--- config.mk ---
export PLATFORM = sky130hd
export DESIGN_NAME = ahb_lite_arbiter_flat
export DESIGN_NICKNAME = d
export VERILOG_FILES = /design/src/rtl/ahb_lite_arbiter_pkg.sv /design/src/rtl/ahb_lite_arbiter_if.sv /design/src/rtl/ahb_arb_rr.sv /design/src/rtl/ahb_lite_arbiter.sv /design/src/flat_wrapper.sv
export SDC_FILE = /design/constraint.sdc
export NUM_CORES = 1
export LEC_CHECK = 0
export ABC_AREA = 1
export BUFFER_PORTS_ARGS = -buffer_cell sky130_fd_sc_hd__buf_2
export CAP_MARGIN = 20
export CORE_MARGIN = 8
export CORE_UTILIZATION = 33
export CTS_CLUSTER_SIZE = 40
export DETAILED_ROUTE_END_ITERATION = 10
export PLACE_DENSITY = 0.89
export RECOVER_POWER = 25
export SKIP_CTS_REPAIR_TIMING = 1
export SYNTH_ARGS = -nofsm -noshare
export SYNTH_HDL_FRONTEND = slang
export SYNTH_SLANG_ARGS = --single-unit
--- constraint.sdc ---
create_clock -name HCLK -period 2.5 [get_ports HCLK]
set_input_delay 0.125 -clock HCLK [delete_from_list [all_inputs] [get_ports HCLK]]
set_output_delay 0.125 -clock HCLK [all_outputs]
set_load 0.02 [all_outputs]
--- src/rtl/ahb_lite_arbiter_pkg.sv ---
// Shared encodings for the two-master AHB-Lite arbiter: FSM states,
// data-phase owner, HTRANS codes and the default hold limit.
package ahb_arb_pkg;

  typedef enum logic [1:0] {
    ST_IDLE = 2'd0,
    ST_OWN0 = 2'd1,
    ST_OWN1 = 2'd2
  } arb_state_t;

  typedef enum logic [1:0] {
    OWNER_NONE = 2'd0,
    OWNER_M0   = 2'd1,
    OWNER_M1   = 2'd2
  } owner_t;

  localparam logic [1:0] HTRANS_IDLE   = 2'b00;
  localparam logic [1:0] HTRANS_NONSEQ = 2'b10;

  localparam int MAX_HOLD_DEFAULT = 4;

endpackage

--- src/rtl/ahb_lite_arbiter_if.sv ---
// Bus bundle between two AHB-Lite masters, the arbiter and one slave.
// The slave modport is the arbiter's view; master is the environment's.
interface ahb_lite_arbiter_if;

  logic        M0_REQ;
  logic        M1_REQ;
  logic [31:0] M0_HADDR;
  logic [31:0] M1_HADDR;
  logic        M0_HWRITE;
  logic        M1_HWRITE;
  logic [31:0] M0_HWDATA;
  logic [31:0] M1_HWDATA;
  logic        M0_GNT;
  logic        M1_GNT;
  logic        M0_HREADY;
  logic        M1_HREADY;
  logic [31:0] HADDR;
  logic        HWRITE;
  logic [1:0]  HTRANS;
  logic [31:0] HWDATA;
  logic        HREADY;

  modport slave (
    input  M0_REQ, M1_REQ, M0_HADDR, M1_HADDR, M0_HWRITE, M1_HWRITE,
    input  M0_HWDATA, M1_HWDATA, HREADY,
    output M0_GNT, M1_GNT, M0_HREADY, M1_HREADY,
    output HADDR, HWRITE, HTRANS, HWDATA
  );

  modport master (
    output M0_REQ, M1_REQ, M0_HADDR, M1_HADDR, M0_HWRITE, M1_HWRITE,
    output M0_HWDATA, M1_HWDATA, HREADY,
    input  M0_GNT, M1_GNT, M0_HREADY, M1_HREADY,
    input  HADDR, HWRITE, HTRANS, HWDATA
  );

endinterface

--- src/rtl/ahb_arb_rr.sv ---
// Round-robin tie-break and hold-limit decision for the two-master arbiter.
// Purely combinational; the FSM in the top level consumes both flags.
module ahb_arb_rr
  import ahb_arb_pkg::*;
#(
  parameter int MAX_HOLD = MAX_HOLD_DEFAULT
) (
  input  logic       rr_ptr,
  input  logic [3:0] hold_cnt,
  output logic       tie_m1,
  output logic       hold_done
);

  // The transfer completing at this edge is the MAX_HOLD-th one when the
  // counter already shows MAX_HOLD-1.
  localparam logic [4:0] HOLD_LAST = 5'(MAX_HOLD - 1);

  assign tie_m1    = ~rr_ptr;
  assign hold_done = ({1'b0, hold_cnt} >= HOLD_LAST);

endmodule

--- src/rtl/ahb_lite_arbiter.sv ---
// Two-master AHB-Lite arbiter: registered grant FSM with round-robin and
// hold limit, combinational address mux, registered data-phase owner mux.
module ahb_lite_arbiter
  import ahb_arb_pkg::*;
#(
  parameter int MAX_HOLD = MAX_HOLD_DEFAULT
) (
  input  logic              HCLK,
  input  logic              HRESET,
  ahb_lite_arbiter_if.slave bus
);

  arb_state_t  state_reg, state_next;
  logic [3:0]  hold_reg, hold_next;
  logic        rr_reg, rr_next;
  owner_t      owner_reg, owner_next;
  logic        tie_m1;
  logic        hold_done;
  logic        xfer0;
  logic        xfer1;
  logic [31:0] haddr_mux;
  logic        hwrite_mux;
  logic [1:0]  htrans_mux;
  logic [31:0] hwdata_mux;

  ahb_arb_rr #(.MAX_HOLD(MAX_HOLD)) u_rr (
    .rr_ptr    (rr_reg),
    .hold_cnt  (hold_reg),
    .tie_m1    (tie_m1),
    .hold_done (hold_done)
  );

  assign xfer0 = (state_reg == ST_OWN0) && bus.M0_REQ;
  assign xfer1 = (state_reg == ST_OWN1) && bus.M1_REQ;

  // Reset wins over a stalled slave so an in-flight data phase is dropped.
  always_ff @(posedge HCLK) begin
    if (HRESET) begin
      state_reg <= ST_IDLE;
      hold_reg  <= 4'd0;
      rr_reg    <= 1'b1;
      owner_reg <= OWNER_NONE;
    end else if (bus.HREADY) begin
      state_reg <= state_next;
      hold_reg  <= hold_next;
      rr_reg    <= rr_next;
      owner_reg <= owner_next;
    end
  end

  always_comb begin
    state_next = state_reg;
    case (state_reg)
      ST_IDLE: begin
        if (bus.M0_REQ && bus.M1_REQ) state_next = tie_m1 ? ST_OWN1 : ST_OWN0;
        else if (bus.M0_REQ)          state_next = ST_OWN0;
        else if (bus.M1_REQ)          state_next = ST_OWN1;
      end
      ST_OWN0: begin
        if (!bus.M0_REQ)                 state_next = bus.M1_REQ ? ST_OWN1 : ST_IDLE;
        else if (bus.M1_REQ && hold_done) state_next = ST_OWN1;
      end
      ST_OWN1: begin
        if (!bus.M1_REQ)                 state_next = bus.M0_REQ ? ST_OWN0 : ST_IDLE;
        else if (bus.M0_REQ && hold_done) state_next = ST_OWN0;
      end
      default: state_next = ST_IDLE;
    endcase

    // Saturate so a long uncontested tenure cannot wrap into a false limit.
    hold_next = hold_reg;
    if (state_next != state_reg)                 hold_next = 4'd0;
    else if ((xfer0 || xfer1) && hold_reg != 4'hF) hold_next = hold_reg + 4'd1;

    rr_next = rr_reg;
    if (state_next == ST_OWN0 && state_reg != ST_OWN0) rr_next = 1'b0;
    if (state_next == ST_OWN1 && state_reg != ST_OWN1) rr_next = 1'b1;

    owner_next = OWNER_NONE;
    if (xfer0)      owner_next = OWNER_M0;
    else if (xfer1) owner_next = OWNER_M1;
  end

  always_comb begin
    haddr_mux  = 32'd0;
    hwrite_mux = 1'b0;
    htrans_mux = HTRANS_IDLE;
    if (xfer0) begin
      haddr_mux  = bus.M0_HADDR;
      hwrite_mux = bus.M0_HWRITE;
      htrans_mux = HTRANS_NONSEQ;
    end else if (xfer1) begin
      haddr_mux  = bus.M1_HADDR;
      hwrite_mux = bus.M1_HWRITE;
      htrans_mux = HTRANS_NONSEQ;
    end

    case (owner_reg)
      OWNER_M0: hwdata_mux = bus.M0_HWDATA;
      OWNER_M1: hwdata_mux = bus.M1_HWDATA;
      default:  hwdata_mux = 32'd0;
    endcase
  end

  assign bus.M0_GNT    = (state_reg == ST_OWN0);
  assign bus.M1_GNT    = (state_reg == ST_OWN1);
  assign bus.M0_HREADY = bus.HREADY;
  assign bus.M1_HREADY = bus.HREADY;
  assign bus.HADDR     = haddr_mux;
  assign bus.HWRITE    = hwrite_mux;
  assign bus.HTRANS    = htrans_mux;
  assign bus.HWDATA    = hwdata_mux;

endmodule

--- src/flat_wrapper.sv ---
// flat-port wrapper written by rule: the top's interface ports become plain ports
module ahb_lite_arbiter_flat import ahb_arb_pkg::*;
#(
  parameter int MAX_HOLD = MAX_HOLD_DEFAULT
)
  (HCLK, HRESET, bus_M0_REQ, bus_M1_REQ, bus_M0_HADDR, bus_M1_HADDR, bus_M0_HWRITE, bus_M1_HWRITE, bus_M0_HWDATA, bus_M1_HWDATA, bus_HREADY, bus_M0_GNT, bus_M1_GNT, bus_M0_HREADY, bus_M1_HREADY, bus_HADDR, bus_HWRITE, bus_HTRANS, bus_HWDATA);
  ahb_lite_arbiter_if bus_i ();
  input  logic HCLK;
  input  logic HRESET;
  input wire logic [$bits(bus_i.M0_REQ)-1:0] bus_M0_REQ;
  input wire logic [$bits(bus_i.M1_REQ)-1:0] bus_M1_REQ;
  input wire logic [$bits(bus_i.M0_HADDR)-1:0] bus_M0_HADDR;
  input wire logic [$bits(bus_i.M1_HADDR)-1:0] bus_M1_HADDR;
  input wire logic [$bits(bus_i.M0_HWRITE)-1:0] bus_M0_HWRITE;
  input wire logic [$bits(bus_i.M1_HWRITE)-1:0] bus_M1_HWRITE;
  input wire logic [$bits(bus_i.M0_HWDATA)-1:0] bus_M0_HWDATA;
  input wire logic [$bits(bus_i.M1_HWDATA)-1:0] bus_M1_HWDATA;
  input wire logic [$bits(bus_i.HREADY)-1:0] bus_HREADY;
  output wire logic [$bits(bus_i.M0_GNT)-1:0] bus_M0_GNT;
  output wire logic [$bits(bus_i.M1_GNT)-1:0] bus_M1_GNT;
  output wire logic [$bits(bus_i.M0_HREADY)-1:0] bus_M0_HREADY;
  output wire logic [$bits(bus_i.M1_HREADY)-1:0] bus_M1_HREADY;
  output wire logic [$bits(bus_i.HADDR)-1:0] bus_HADDR;
  output wire logic [$bits(bus_i.HWRITE)-1:0] bus_HWRITE;
  output wire logic [$bits(bus_i.HTRANS)-1:0] bus_HTRANS;
  output wire logic [$bits(bus_i.HWDATA)-1:0] bus_HWDATA;
  assign bus_i.M0_REQ = bus_M0_REQ;
  assign bus_i.M1_REQ = bus_M1_REQ;
  assign bus_i.M0_HADDR = bus_M0_HADDR;
  assign bus_i.M1_HADDR = bus_M1_HADDR;
  assign bus_i.M0_HWRITE = bus_M0_HWRITE;
  assign bus_i.M1_HWRITE = bus_M1_HWRITE;
  assign bus_i.M0_HWDATA = bus_M0_HWDATA;
  assign bus_i.M1_HWDATA = bus_M1_HWDATA;
  assign bus_i.HREADY = bus_HREADY;
  assign bus_M0_GNT = bus_i.M0_GNT;
  assign bus_M1_GNT = bus_i.M1_GNT;
  assign bus_M0_HREADY = bus_i.M0_HREADY;
  assign bus_M1_HREADY = bus_i.M1_HREADY;
  assign bus_HADDR = bus_i.HADDR;
  assign bus_HWRITE = bus_i.HWRITE;
  assign bus_HTRANS = bus_i.HTRANS;
  assign bus_HWDATA = bus_i.HWDATA;
  ahb_lite_arbiter #(.MAX_HOLD(MAX_HOLD)) u_core (.HCLK(HCLK), .HRESET(HRESET), .bus(bus_i));
endmodule
Word-level counts from Yosys, hierarchy flattened --
Cells that the tools add are included.
Storage, ports and cells: word-level logic and storage cells 53, output and inout port bits 71, flip-flop bits (word level) 9, input port bits 135
Operators by class: reductions and logical operators 14, multiplexer cells 23, add/sub/neg operators 1, equal/unequal tests 10, magnitude comparators 1
Operators by type and width (count):
- two-way mux 32 bit | 2
- case mux 32 bit (2 select lines) | 1
- two-way mux 2 bit | 12
- logical AND 1 bit | 8
- two-way mux 4 bit | 2
- == test 2 x 1 -> 1 bit, second input constant | 3
- == test 2 bit, second input constant | 3
- case mux 2 bit (3 select lines) | 1
- two-way mux 1 bit | 5
- adder 4 x 1 -> 4 bit, second input constant | 1
- >= comparator 4 x 2 -> 1 bit, second input constant | 1
- inequality test 4 bit, second input constant | 1
- AND reduction 2 bit | 2
- nonzero test 2 bit | 2
- logical NOT 2 bit | 1
- inequality test 2 x 1 -> 1 bit, second input constant | 1
- inequality test 2 bit | 1
- inequality test 2 bit, second input constant | 1
- logical OR 1 bit | 1

Logic depth before layout (Yosys ltp) --
word-level depth 9, mapped depth 14, depth with buffers taken out 14

Modules after synthesis --
A second synthesis with hierarchy kept.
Second synthesis, totals: cell total of the unflattened synthesis 246, area total of the unflattened synthesis 1460.2 um2
Modules (own cells, without submodules):
- ahb_lite_arbiter | sequential area each 180.2 um2, cells an instance 242, area each 1445.1 um2, times used 1
- ahb_arb_rr | sequential area each 0.0 um2, cells an instance 4, area each 15.0 um2, times used 1

Least setup slack after synthesis --
No wires, ideal clock.
path type flip-flop to flip-flop, start point reg u_core.hold_reg[0], end point reg u_core.hold_reg[3], arrival 1418 ps, buffers on the path 0, clock period less this slack 1532 ps, library setup time 114 ps, stages on the path, launching flop included 14, required time 2386 ps, slack 968 ps, cells stage by stage dfxtp_1 > ha_1 > nor2_1 > nand2_1 > nand2_1 > nand2_1 > nand2_1 > nand3_2 > nand2_2 > nand3_4 > nand2_1 > nand2_1 > nand2_1 > nor2_2
On the way: word-level cells in the longest chain between the ends 8, elaborated cells on any way between the ends 16, classes of those cells add/sub: 1; order compare: 1; eq/ne: 2; mux: 7; reduce/logical: 5
Ends and longest elaborated chain:
- from (decl) | line ahb_lite_arbiter.sv:14 | logic [3:0] hold_reg, hold_next;
- from (signal assigned) | line ahb_lite_arbiter.sv:45 | hold_reg <= hold_next;
- >= comparator 4 x 2 -> 1 bit | line ahb_arb_rr.sv:19 | assign hold_done = ({1'b0, hold_cnt} >= HOLD_LAST);
- logical AND 1 bit (on tied branches) | line ahb_lite_arbiter.sv:65, ahb_lite_arbiter.sv:61
- two-way mux 2 bit (on tied branches) | line ahb_lite_arbiter.sv:65, ahb_lite_arbiter.sv:61
- two-way mux 2 bit (on tied branches) | line ahb_lite_arbiter.sv:64, ahb_lite_arbiter.sv:60
- case mux 2 bit (3 select lines) | line ahb_lite_arbiter.sv:53 | case (state_reg)
- inequality test 2 bit | line ahb_lite_arbiter.sv:72 | if (state_next != state_reg) hold_next = 4'd0;
- nonzero test 2 bit (no source line)
- AND reduction 2 bit (no source line)
Parallel ways exist; a longest one is shown, timed or not. The select of a mux whose other input is x is not followed. A chain may end at the register's enable or synchronous reset.

Worst setup path after layout --
start point reg u_core.state_reg[1], end point out bus_HADDR[13]
On the way: word-level cells in the longest chain between the ends 4, elaborated cells on any way between the ends 6, classes of those cells eq/ne: 2; mux: 2; reduce/logical: 2
Ends and longest elaborated chain:
- from (decl) | line ahb_lite_arbiter.sv:13 | arb_state_t state_reg, state_next;
- from (signal assigned) | line ahb_lite_arbiter.sv:44 | state_reg <= state_next;
- == test 2 bit | line ahb_lite_arbiter.sv:34 | assign xfer1 = (state_reg == ST_OWN1) && bus.M1_REQ;
- logical AND 1 bit | line ahb_lite_arbiter.sv:34
- two-way mux 32 bit | line ahb_lite_arbiter.sv:92 | end else if (xfer1) begin
- two-way mux 32 bit (*) | line ahb_lite_arbiter.sv:88 | if (xfer0) begin
- to (decl) | line flat_wrapper.sv:23 | output wire logic [$bits(bus_i.HADDR)-1:0] bus_HADDR;
Mark *: on every way between the ends. The rest lies on a longest branch, timed or not.

==> results.tsv <==
stage	metric	value	unit
outcome	status	complete, no violations	
floorplanning	CORE AREA	4264	sq um
sta	setup_tns	0	ps
sta	Final Hold Vio Count	0	
floorplanning	die width	81.83	um
logic_synthesis	Post-Syn Nets	392	
critical_path	CP max stage delay	570	ps
floorplanning	number of top-level pins	206	
logic_synthesis	library cells used by synthesis	24	
routing	DR vias	2498	
logic_synthesis	Syn Inst Count	254	
critical_path	CP Cell Sequence	inv_2 -> nand2_2 -> nor2_1 -> clkbuf_2 -> a22o_1 -> clkbuf_1	
sta	RSZ-0062 raised after global routing	false	
critical_path	critical path type	reg2out	
final_layout	Fill cells	438	
sta	Slew headroom	0.3839	
floorplanning	Cell Rows	24	
place	Detailed Place HPWL	6979	um
pwr	Pwr Density	323.1	nW/um^2
cts	CTS sink count	9	
place	Port Buf Inserts	204	
global_route	GRT Total Usage	0.2078	
logic_synthesis	Synth Cell Area	1430	sq um
critical_path	Worst EP arrival	2010	ps
final_layout	Layout area overhead	73.40	%
global_route	initial antenna violation count	8	
final_layout	Final #Nets	586	
run	maximum capacitance violations	0	
logic_synthesis	Seq cells post-synth	9	
final_layout	Largest register FFs	4	
hold_path	worst min path class	in2reg	
global_route	Overflow after GRT	0	
routing	Starting DRT DRC Count	138	
critical_path	crit end category	output port	
final_layout	layout cells sized above 1	0.4765	
logic_synthesis	Post-synth top cells	92 x nand2_1, 39 x a21oi_1, 33 x a22o_1	
sta	Worst Tran Pin Value	924.2	ps
cts	CTS Buf Count	3	
floorplanning	Die Y	81.83	um
cts	clk buf depth	2	
pwr	leakage	1.449	nW
logic_synthesis	largest cells by area after synthesis	nand2_1 24%, a22o_1 20%, a21oi_1 14%, dfxtp_1 13%, nor2_1 3.9%	
logic_synthesis	mean post-synth cell area	5.630	sq um
critical_path	Setup crit start kind	register	
routing	Vias/cell	4.986	
routing	drt drc	0	
sta	final cycle utilization of the critical path	0.8552	
cts	clock slew at reported path FFs	40	ps
logic_synthesis	YS warnings	0	
logic_synthesis	most common cell in the netlist	nand2_1	
logic_synthesis	post-synthesis async set-or-reset flop share	0	
pwr	Power, Total	801.4	uW
routing	WL final	8094	um
critical_path	CP required	2380	ps
pwr	highest ir drop seen on vdd	0.0002397	V
place	routability cong.	0.8768	
cts	# H-tree levels	1	
cts	root buffer cell	clkbuf_8	
sta	Fmax achieved	0.4677	GHz
logic_synthesis	Synth area leader	nand2_1	
sta	Final Slew Violations	0	
logic_synthesis	dominant synthesized flop cell	dfxtp_1	
cts	latest clock arrival within the worst-skew pair	240	ps
sta	Clock Skew	1.669	ps
critical_path	Max stage delay cell, worst path	clkbuf_2	
critical_path	CP Max Fanout	32	
global_route	largest net degree at the start of global routing	33	
logic_synthesis	Seq/Total Area, Yosys	0.1260	
cts	clock tree from TritonCTS	built	
sta	endpoints failing setup	0	
global_route	first-pass GRT wire length	11110	um
floorplanning	starting density of the core	0.3354	
routing	antenna-violating nets left	0	
routing	Pre-antenna DRT Iters	4	
global_route	vias in the first global route	2302	
logic_synthesis	EDFF count, synth	0	
sta	min cycle time layout	2138	ps
logic_synthesis	share of the synthesized area in the top cell type	0.2415	
routing	per-cell routed wire length	16.16	um
floorplanning	die footprint	6696	sq um
[area by class of cell]
class,instances,area (sq um),area share
Multi-Input combinational cell,209,1087,0.4384
Timing Repair Buffer,208,1033,0.4168
Sequential cell,9,180.2,0.07265
Tap cell,52,65.06,0.02624
Inverter,17,63.81,0.02573
Clock buffer,4,45.04,0.01816
Antenna cell,2,5.005,0.002018
[routing by layer]
layer | vias up | GRT usage | routed length, um
met1 | 1083 | 0.2247 | 2805
met5 | - | 0 | 76
met4 | 12 | 0.02982 | 60
met3 | 19 | 0.1225 | 1292
li1 | 1244 | - | -
met2 | 140 | 0.3496 | 3860
[critical path: cells and delay by family, from the launching register on]
family	cells	cell delay [ps]
buf+inv	3	900
flops	1	340
compound gates	1	210
simple gates	2	320
[power by group]
| part | total (mW) | switching, mW | internal, mW |
|---|---|---|---|
| Sequential | 0.172 | 0.0127 | 0.159 |
| Clock | 0.174 | 0.0629 | 0.112 |
| Combinational | 0.455 | 0.272 | 0.183 |
| Total | 0.801 | 0.348 | 0.453 |
[final timing paths]
path                                     from                          endpoint  slack (ps)  cells past startpoint
max          u_core.state_reg[1]$_SDFFE_PP0P_                     bus_HADDR[13]         360                      6
max reg2reg  u_core.state_reg[0]$_SDFFE_PP0P_   u_core.hold_reg[3]$_SDFFE_PP0P_         710                     10
min                                    HRESET  u_core.state_reg[1]$_SDFFE_PP0P_          80                      2
min reg2reg        u_core.rr_reg$_SDFFE_PP1P_        u_core.rr_reg$_SDFFE_PP1P_         480                      2
[kinds of logic after synthesis]
kind of cell,count (synthesis),share of synthesized area
and+or+nand+nor,127,0.3771
AOI/OAI and AO/OA,78,0.3640
buffers and inverters,36,0.1041
DFF,9,0.1260
adders and majority gates,3,0.02625
other,1,0.002622
[per-stage QoR]
stage	utilization	worst slack, ps	cells	hold slack [ps]	area, sq um
floorplan	-	967.8	254	194.1	1430
global placement	0.5772	821.4	495	326.3	2461
detailed placement	0.5772	776.9	495	324.8	2461
CTS	0.5877	504.7	499	72.02	2506
global route	0.5816	189.3	501	93.23	2480
finish	0.5816	361.9	501	76.87	2480
[layout by cell type (no fill, tap or decap)]
| master | netlist | final |
|---|---|---|
| a22o_1 | 33 | 33 |
| o21ai_0 | 3 | 3 |
| o21ai_1 | 1 | 1 |
| clkbuf_1 | 13 | 13 |
| buf_2 | 2 | 192 |
| nor3_1 | 1 | 1 |
| nor2_2 | 1 | 1 |
| ha_1 | 3 | 3 |
| clkbuf_2 | 0 | 1 |
| nor2_1 | 15 | 16 |
| a21oi_1 | 39 | 40 |
| nand3_4 | 1 | 1 |
| buf_4 | 3 | 3 |
| o211ai_1 | 1 | 1 |
| inv_2 | 6 | 6 |
| nand2_2 | 5 | 4 |
| nor2_4 | 2 | 1 |
| nand3_1 | 9 | 9 |
| nand3_2 | 1 | 1 |
| dfxtp_1 | 9 | 9 |
| diode_2 | 0 | 2 |
| nand2_1 | 92 | 93 |
| clkbuf_8 | 0 | 3 |
| conb_1 | 1 | 1 |
| inv_1 | 11 | 11 |
Power figures use the tool's default switching activity.
